## config.mk

```make
export PLATFORM = sky130hd
export DESIGN_NAME = sipo_rx
export DESIGN_NICKNAME = d
export VERILOG_FILES = /design/src/rtl/sipo_pkg.sv /design/src/rtl/sipo_rx.sv
export SDC_FILE = /design/constraint.sdc
export NUM_CORES = 1
export LEC_CHECK = 0
export ABC_AREA = 1
export BUFFER_PORTS_ARGS = -buffer_cell sky130_fd_sc_hd__buf_2
export CORE_UTILIZATION = 45
export DETAILED_ROUTE_END_ITERATION = 10
export HOLD_SLACK_MARGIN = 0.06
export PLACE_DENSITY_LB_ADDON = 0.08
export SETUP_SLACK_MARGIN = 0.02
export SLEW_MARGIN = 0
export SYNTH_ARGS = -nofsm -noshare
export SYNTH_HDL_FRONTEND = slang
export SYNTH_SLANG_ARGS = --single-unit
export TNS_END_PERCENT = 100
```

## constraint.sdc

```tcl
create_clock -name clk -period 1.9 [get_ports clk]
set_input_delay 0.38 -clock clk [delete_from_list [all_inputs] [get_ports clk]]
set_output_delay 0.38 -clock clk [all_outputs]
set_load 0.01 [all_outputs]
```

## src/rtl/sipo_pkg.sv

```systemverilog
// Shared definitions for the serial-in/parallel-out receiver.
//   state_t      : receiver FSM state encoding
//   BITS_DEFAULT : default frame length in bits
package sipo_pkg;

    localparam int unsigned BITS_DEFAULT = 8;

    typedef enum logic {
        IDLE  = 1'b0,
        SHIFT = 1'b1
    } state_t;

endpackage : sipo_pkg

```

## src/rtl/sipo_rx.sv

```systemverilog
// Serial-in/parallel-out frame receiver with a one-word hold register.
// Frames arrive MSB first, one bit per sen strobe; eos marks the last bit.
//   clk, rst_n : clock, asynchronous active-low reset
//   sin, sen   : serial data bit and its strobe
//   eos        : end-of-shift marker, qualified by sen
//   ack        : consumer acknowledge of the held word
//   dout       : last good received word
//   dvalid     : dout holds an unacknowledged word
//   busy       : frame partially received
//   ferr       : one-cycle framing-error pulse
//   ovr        : sticky overrun flag, cleared by ack
module sipo_rx
    import sipo_pkg::*;
#(
    parameter int unsigned BITS = BITS_DEFAULT
) (
    input  logic            clk,
    input  logic            rst_n,
    input  logic            sin,
    input  logic            sen,
    input  logic            eos,
    input  logic            ack,
    output logic [BITS-1:0] dout,
    output logic            dvalid,
    output logic            busy,
    output logic            ferr,
    output logic            ovr
);

    localparam int unsigned     CW   = $clog2(BITS);
    localparam logic [CW-1:0]   LAST = CW'(BITS - 1);

    state_t          state;
    logic [CW-1:0]   cnt;
    logic [BITS-1:0] sreg;

    logic            last_c;
    logic            done_c;
    logic            err_c;
    logic            take_c;
    logic [BITS-1:0] word_c;

    // Frame completion / error decode for the current strobe
    always_comb begin
        last_c = (cnt == LAST);
        word_c = {sreg[BITS-2:0], sin};
        done_c = 1'b0;
        err_c  = 1'b0;
        if (sen) begin
            if (state == IDLE) begin
                err_c = eos;
            end else begin
                done_c = eos && last_c;
                // eos early, or last bit without eos
                err_c  = (eos != last_c);
            end
        end
        take_c = done_c && (!dvalid || ack);
    end

    // Receiver FSM, shift register and output hold register
    always_ff @(posedge clk or negedge rst_n) begin
        if (!rst_n) begin
            state  <= IDLE;
            cnt    <= '0;
            sreg   <= '0;
            dout   <= '0;
            dvalid <= 1'b0;
            busy   <= 1'b0;
            ferr   <= 1'b0;
            ovr    <= 1'b0;
        end else begin
            ferr <= err_c;

            if (sen) begin
                case (state)
                    IDLE: begin
                        if (!eos) begin
                            sreg  <= BITS'(sin);
                            cnt   <= CW'(1);
                            state <= SHIFT;
                            busy  <= 1'b1;
                        end
                    end
                    SHIFT: begin
                        if (done_c || err_c) begin
                            sreg  <= '0;
                            cnt   <= '0;
                            state <= IDLE;
                            busy  <= 1'b0;
                        end else begin
                            sreg <= word_c;
                            cnt  <= cnt + CW'(1);
                        end
                    end
                    default: begin
                        state <= IDLE;
                        busy  <= 1'b0;
                    end
                endcase
            end

            if (take_c) begin
                dout   <= word_c;
                dvalid <= 1'b1;
            end else if (ack) begin
                dvalid <= 1'b0;
            end

            // A completion blocked by an unacknowledged word sets overrun
            if (done_c && !take_c) begin
                ovr <= 1'b1;
            end else if (ack) begin
                ovr <= 1'b0;
            end
        end
    end

endmodule : sipo_rx

```

==> impl_metrics.csv, run 1 <==
group,metric,value,unit
yosys,syn-cell-area,1040,um^2
route,firstDrtPassIters,4,
finish,utilization,53.9,%
finish,syn2layout_area_growth,13.8,%
cts,clk_pin_slew,130,ps
sta,worst_hold_slack,218,ps
sta,setup_viol,0,
power,max-vdd-ir-drop,527,uV
floorplan,ioPinCount,18,
sta,fin_tns_setup,0,ps
yosys,syn-num-nets,116,
sta,rsz0062_at_grt,"false",
cts,cts_tree,"built",
cts,h-tree-depth,1,
cts,cts.sink_count,23,
setup_path,critPathArrivalTime,1970,ps
finish,layout-drive-gt1-share,31.3,%
setup_path,cp_cell_sequence,"ha_1, ha_1, ha_1, nand3_1, nand4_1, buf_4, o21ai_0",
sta,finClkSkew,1.19,ps
cts,clk_latency,320,ps
cts,clock_path_buffers,2,
setup_path,cp_slowest_cell,"dfrtp_1",
floorplan,fp.coreArea,2190,um^2
global_routing,grt_pass1_wl,3100,um
sta,final-hold-violation-count,0,
floorplan,die_h,50.0,um
yosys,netlist_instances,107,
finish,nets,138,
finish,final_cell_mix,"44 x nand2_1, 23 x dfrtp_1, 17 x buf_2",
route,drtAntennaViolNets,0,
global_routing,use_met2,26.4,%
yosys,ys_seq_area_share,55.5,%
sta,final_max_slew_viol_count,0,
setup_path,slowest_delay,430,ps
sta,fmax,583,MHz
placed_design,placement.io_buffers,17,
floorplan,start_util,47.3,%
setup_path,critPathRequiredTime,2150,ps
yosys,yosys-top-cells-area,"dfrtp_1 55%, nand2_1 16%, o21ai_2 9.3%",
placed_design,hpwl,1160,um
global_routing,grt_max_degree,24,
route,drc,0,
sta,min_period_over_period,90.2,%
finish,antenna-diode-count,0,
global_routing,top_usage_layer,"met2",
setup_path,critPathMaxFanout,7,
global_routing,globalRouteMet1Util,21.4,%
yosys,yosys_warnings,0,
power,leakagePower,0.630,nW
cts,cts_buffers,3,
floorplan,die_w,50.0,um
placed_design,dpl_worst_slack,216,ps
global_routing,antenna_found_initial,0,
route,wl_per_cell,10.8,um
setup_path,critPathCaptureType,"flip-flop",
setup_path,critPathLaunchType,"flip-flop",
floorplan,rows,17,
setup_path,path_class,"flip-flop to flip-flop",
global_routing,gr-usage-all-layers,17.0,%
yosys,ys_ff_latch,23,
cts,cts_root_buf,"clkbuf_4",
finish,layout_commonest_cell,"nand2_1",
yosys,yosys.area.top_type,"dfrtp_1",
yosys,yosysUniqueCellTypes,17,
setup_path,crit_family,"adder cells",
placed_design,gp_congestion,0.727,
sta,slew_headroom,66.1,%
sta,worst_slew_pin_slew,509,ps
worst_hold_path,holdCritPathClass,"primary input to flip-flop",
sta,fin_crit,1710,ps
power,power_density,838,nW/um^2
global_routing,grt_pass1_vias,709,
sta,setup_ws,185,ps
global_routing,overflow,0,
cts,cts-resized-gates,0,
route,vias,739,
setup_path,path_buf_inv,1,
route,first_iter_violations,13,
global_routing,use_met3,3.70,%
route,vias_per_cell,4.74,
setup_path,cpMostUsedCell,"ha_1",
yosys,synth_top_area_share,55.5,%
floorplan,die_area,2500,um^2
run_status,outcome,"finished, final reports clean",
route,drt_wl_total,1690,um
flow_run,maxCapViolCount,0,
yosys,avgSynthCellArea,9.69,um^2
[metrics by stage]
step | cells | area, um^2 | total power, W
2_1_floorplan | 107 | 1040 | 0.000713
3_3_place_gp | 151 | 1140 | 0.000764
3_5_place_dp | 151 | 1140 | 0.000768
4_1_cts | 156 | 1180 | 0.00101
5_1_grt | 156 | 1180 | 0.00105
6_report | 156 | 1180 | 0.000988
[metal layers]
| layer | wire length, um | up-vias |
|---|---|---|
| met5 | 0 | - |
| met4 | 28 | 0 |
| met3 | 51 | 4 |
| met2 | 762 | 13 |
| met1 | 844 | 337 |
| li1 | - | 385 |
[report_power, final]
group / switching [W] / total (W) / internal (W)
sequential: 0.0000426 / 0.000583 / 0.000541
clock: 0.000154 / 0.000233 / 0.0000790
combinational: 0.000100 / 0.000172 / 0.0000721
[flip-flops by register name, indices dropped and copies added (netlist names)]
signal and flops:
dout 8, sreg 7, cnt 3, busy 1, dvalid 1, ferr 1
ovr 1, state 1
[synth_stat cells (all sizes together)]
cell   number
a21oi       1
buf         3
nand3       4
nand4       1
inv         7
nor2        5
dfrtp      23
o21ai      13
ha          3
nand2      46
nor3        1
[repair_timing]
action	4_1_cts	5_1_grt
hold buffers	1	0
endpoints found under the hold margin	23	0
buffers inserted	0	0
[worst paths after layout]
kind,end,startpoint,depth (start not counted),slack [ps]
hold / removal,ovr,ack,2,220
hold reg to reg,dout[3],dout[3],2,480
setup / recovery,sreg[3],cnt[0],7,190
setup reg to reg,sreg[3],cnt[0],7,190
max in group asynchronous,dout[6],rst_n,2,1020
min in group asynchronous,ovr,rst_n,2,540
[layout make-up]
type / count / area, um^2
tap: 28 / 35.0
inverter: 7 / 26.3
clock buffer: 3 / 22.5
sequential: 23 / 576
multi-input combinational: 74 / 405
clock inverter: 1 / 5.00
timing repair buffer: 20 / 110
fill: 200 / 1010
[cell families after synthesis]
| logic type | synth area share [%] |
|---|---|
| AND/OR/NAND/NOR | 24.7 |
| adder cells (fa/ha/maj) | 3.62 |
| flip-flops | 55.5 |
| buffers and inverters | 5.43 |
| AO/OA/AOI/OAI | 10.7 |
No activity file was read; power rests on OpenSTA's default activity.
==> run 2, diff against run 1 <==
- clock period: 1.9 -> 1.83 ns (I/O delays scaled with it)
==> run 2 against run 1 <==
- maximum frequency is 0.65% higher
- worst hold slack worse by 2.7 ps
- clock power is 2% higher
- non-clock buffer count is 2 higher
- combinational power is 17% higher
- via count is 0.14% higher
- utilization is 1.1 points higher
- flip-flop and latch count stayed put
- clock-buffer cell count stayed put
- global-route usage is 1.1 points higher
- wire length is 9.0% higher
- sequential share of layout area is 0.96 points lower
- critical path type unchanged
- highest routed layer unchanged
==> impl_metrics.csv, run 2 (same netlist as run 1, synthesis figures left out) <==
group,metric,value,unit
run_status,outcome,"finished, final reports clean",
setup_path,r2r_slack,130,ps
finish,instances_no_fill,158,
floorplan,fp.coreArea,2190,um^2
finish,top_register,"dout",
global_routing,overflow,0,
placed_design,dp.cells,152,
route,wl_per_cell,11.6,um
route,drt_wl_total,1840,um
finish,design_area,1200,um^2
sta,fmax,587,MHz
worst_hold_path,worstHoldStart,"ack",
setup_path,path_class,"flip-flop to flip-flop",
finish,largest_reg_flops,8,
floorplan,die_area,2500,um^2
power,leakagePower,0.642,nW
route,vias,740,
global_routing,antenna_found_initial,0,
setup_path,critPathRequiredTime,2080,ps
setup_path,cp_slowest_cell,"dfrtp_1",
sta,fin_tns_setup,0,ps
floorplan,die_h,50.0,um
global_routing,grt_pass1_wl,3360,um
setup_path,critPathCaptureType,"flip-flop",
power,pwr-share-clk,22.8,%
placed_design,placement.io_buffers,17,
floorplan,ioPinCount,18,
power,net-switching-power,0.000312,W
setup_path,crit_family,"adder cells",
sta,finClkSkew,5.18,ps
sta,slew_headroom,65.3,%
route,wl_met1,905,um
power,max-vdd-ir-drop,523,uV
power,sw_frac_of_total,29.9,%
global_routing,grt_max_degree,24,
worst_hold_path,hold_path_depth,2,
setup_path,timing.rr.start,"cnt[0]",
global_routing,grt_pass1_vias,735,
sta,final-hold-violation-count,0,
setup_path,critPathLaunch,"cnt[0]",
power,p_int,0.000731,W
route,wl_met3,40,um
flow_run,maxCapViolCount,0,
sta,final_max_slew_viol_count,0,
finish,antenna-diode-count,0,
worst_hold_path,holdCritPathClass,"primary input to flip-flop",
route,vias_per_cell,4.68,
route,top_layer,"met4",
power,power,0.00104,W
finish,final_cell_mix,"44 x nand2_1, 23 x dfrtp_1, 17 x buf_2",
setup_path,path_buf_inv,1,
route,firstDrtPassIters,4,
setup_path,critPathLaunchType,"flip-flop",
cts,clk_pin_slew,120,ps
sta,worst_slew_pin_slew,520,ps
route,drtAntennaViolNets,0,
global_routing,gr-usage-all-layers,18.0,%
finish,syn2layout_area_growth,16.0,%
sta,rsz0062_at_grt,"false",
cts,cts.sink_count,23,
route,drc,0,
placed_design,gp_congestion,0.695,
power,power_density,866,nW/um^2
floorplan,die_w,50.0,um
finish,layout-drive-gt1-share,33.1,%
finish,reg.largest.list,"dout: 8 flops, sreg: 7 flops, cnt: 3 flops",
setup_path,cpMostUsedCell,"ha_1",
route,first_iter_violations,15,
setup_path,slowest_delay,420,ps
cts,cts_tree,"built",
power,combPwrFrac,19.4,%
cts,clock_path_buffers,2,
cts,clk_latency,310,ps
sta,min_period_over_period,93.1,%
setup_path,critPathArrivalTime,1950,ps
cts,cts_root_buf,"clkbuf_4",
setup_path,crit_cells,7,
sta,fin_crit,1700,ps
route,wl_met2,874,um
placed_design,hpwl,1290,um
cts,h-tree-depth,1,
floorplan,rows,17,
placed_design,placed_area,1150,um^2
setup_path,cp_cell_sequence,"ha_1, ha_1, ha_1, nand3_2, nand4_1, buf_6, o21ai_2",
setup_path,reg2reg_depth,7,
finish,nets,140,
cts,cts_buffers,3,
floorplan,start_util,47.3,%
power,power_frac_seq,57.8,%
finish,layout_commonest_cell,"nand2_1",
setup_path,critPathMaxFanout,6,
sta,setup_viol,0,
-- run 2: power groups by stage --
| stage | sequential [W] | clock [W] | combinational [W] |
|---|---|---|---|
| 2_1_floorplan | 0.000613 | 0 | 0.000127 |
| 3_3_place_gp | 0.000612 | 0 | 0.000187 |
| 3_5_place_dp | 0.000614 | 0 | 0.000190 |
| 4_1_cts | 0.000604 | 0.000252 | 0.000192 |
| 5_1_grt | 0.000611 | 0.000263 | 0.000236 |
| 6_report | 0.000602 | 0.000238 | 0.000202 |
-- run 2: stage by stage --
step / hold slack (ps) / worst slack, ps / util (%)
floorplan: 70.4 / 266 / -
global placement: 370 / 194 / 52.5
detailed placement: 370 / 118 / 52.5
CTS: 207 / 90.7 / 54.2
global route: 210 / 35.2 / 54.9
finish: 215 / 127 / 54.9
-- run 2: path summary, 6_finish.rpt --
| path | endpoint |
|---|---|
| worst min register to register | dout[7] |
| worst max register to register | sreg[0] |
| max in group asynchronous | sreg[2] |
| worst max-delay path | sreg[0] |
| min in group asynchronous | dout[3] |
| worst min-delay path | ovr |
-- run 2: worst register-to-register path: cells and delay by family (launching register included) --
family	cells	cell delay, ps
adders and majority gates	3	660
DFF	1	420
and+or+nand+nor	2	250
buffers and inverters	1	190
AOI/OAI and AO/OA	1	120
-- run 2: what timing repair did --
action	CTS	global route
setup buffers	0	1
endpoints found under the setup margin	0	5
gates resized for setup	0	2
hold buffers	1	0
endpoints found under the hold margin	23	0
-- run 2: cell type report --
type	instances	area, um^2
Fill cell	213	987
Sequential cell	23	576
Multi-Input combinational cell	74	410
Timing Repair Buffer	22	129
Tap cell	28	35.0
Inverter	7	26.3
Clock buffer	3	22.5
Clock inverter	1	5.00
-- run 2: layer usage --
layer	vias to the layer above	GRT usage, %
met4	0	10.0
met2	9	26.9
li1	382	-
met5	-	0
met3	2	2.78
met1	347	24.8
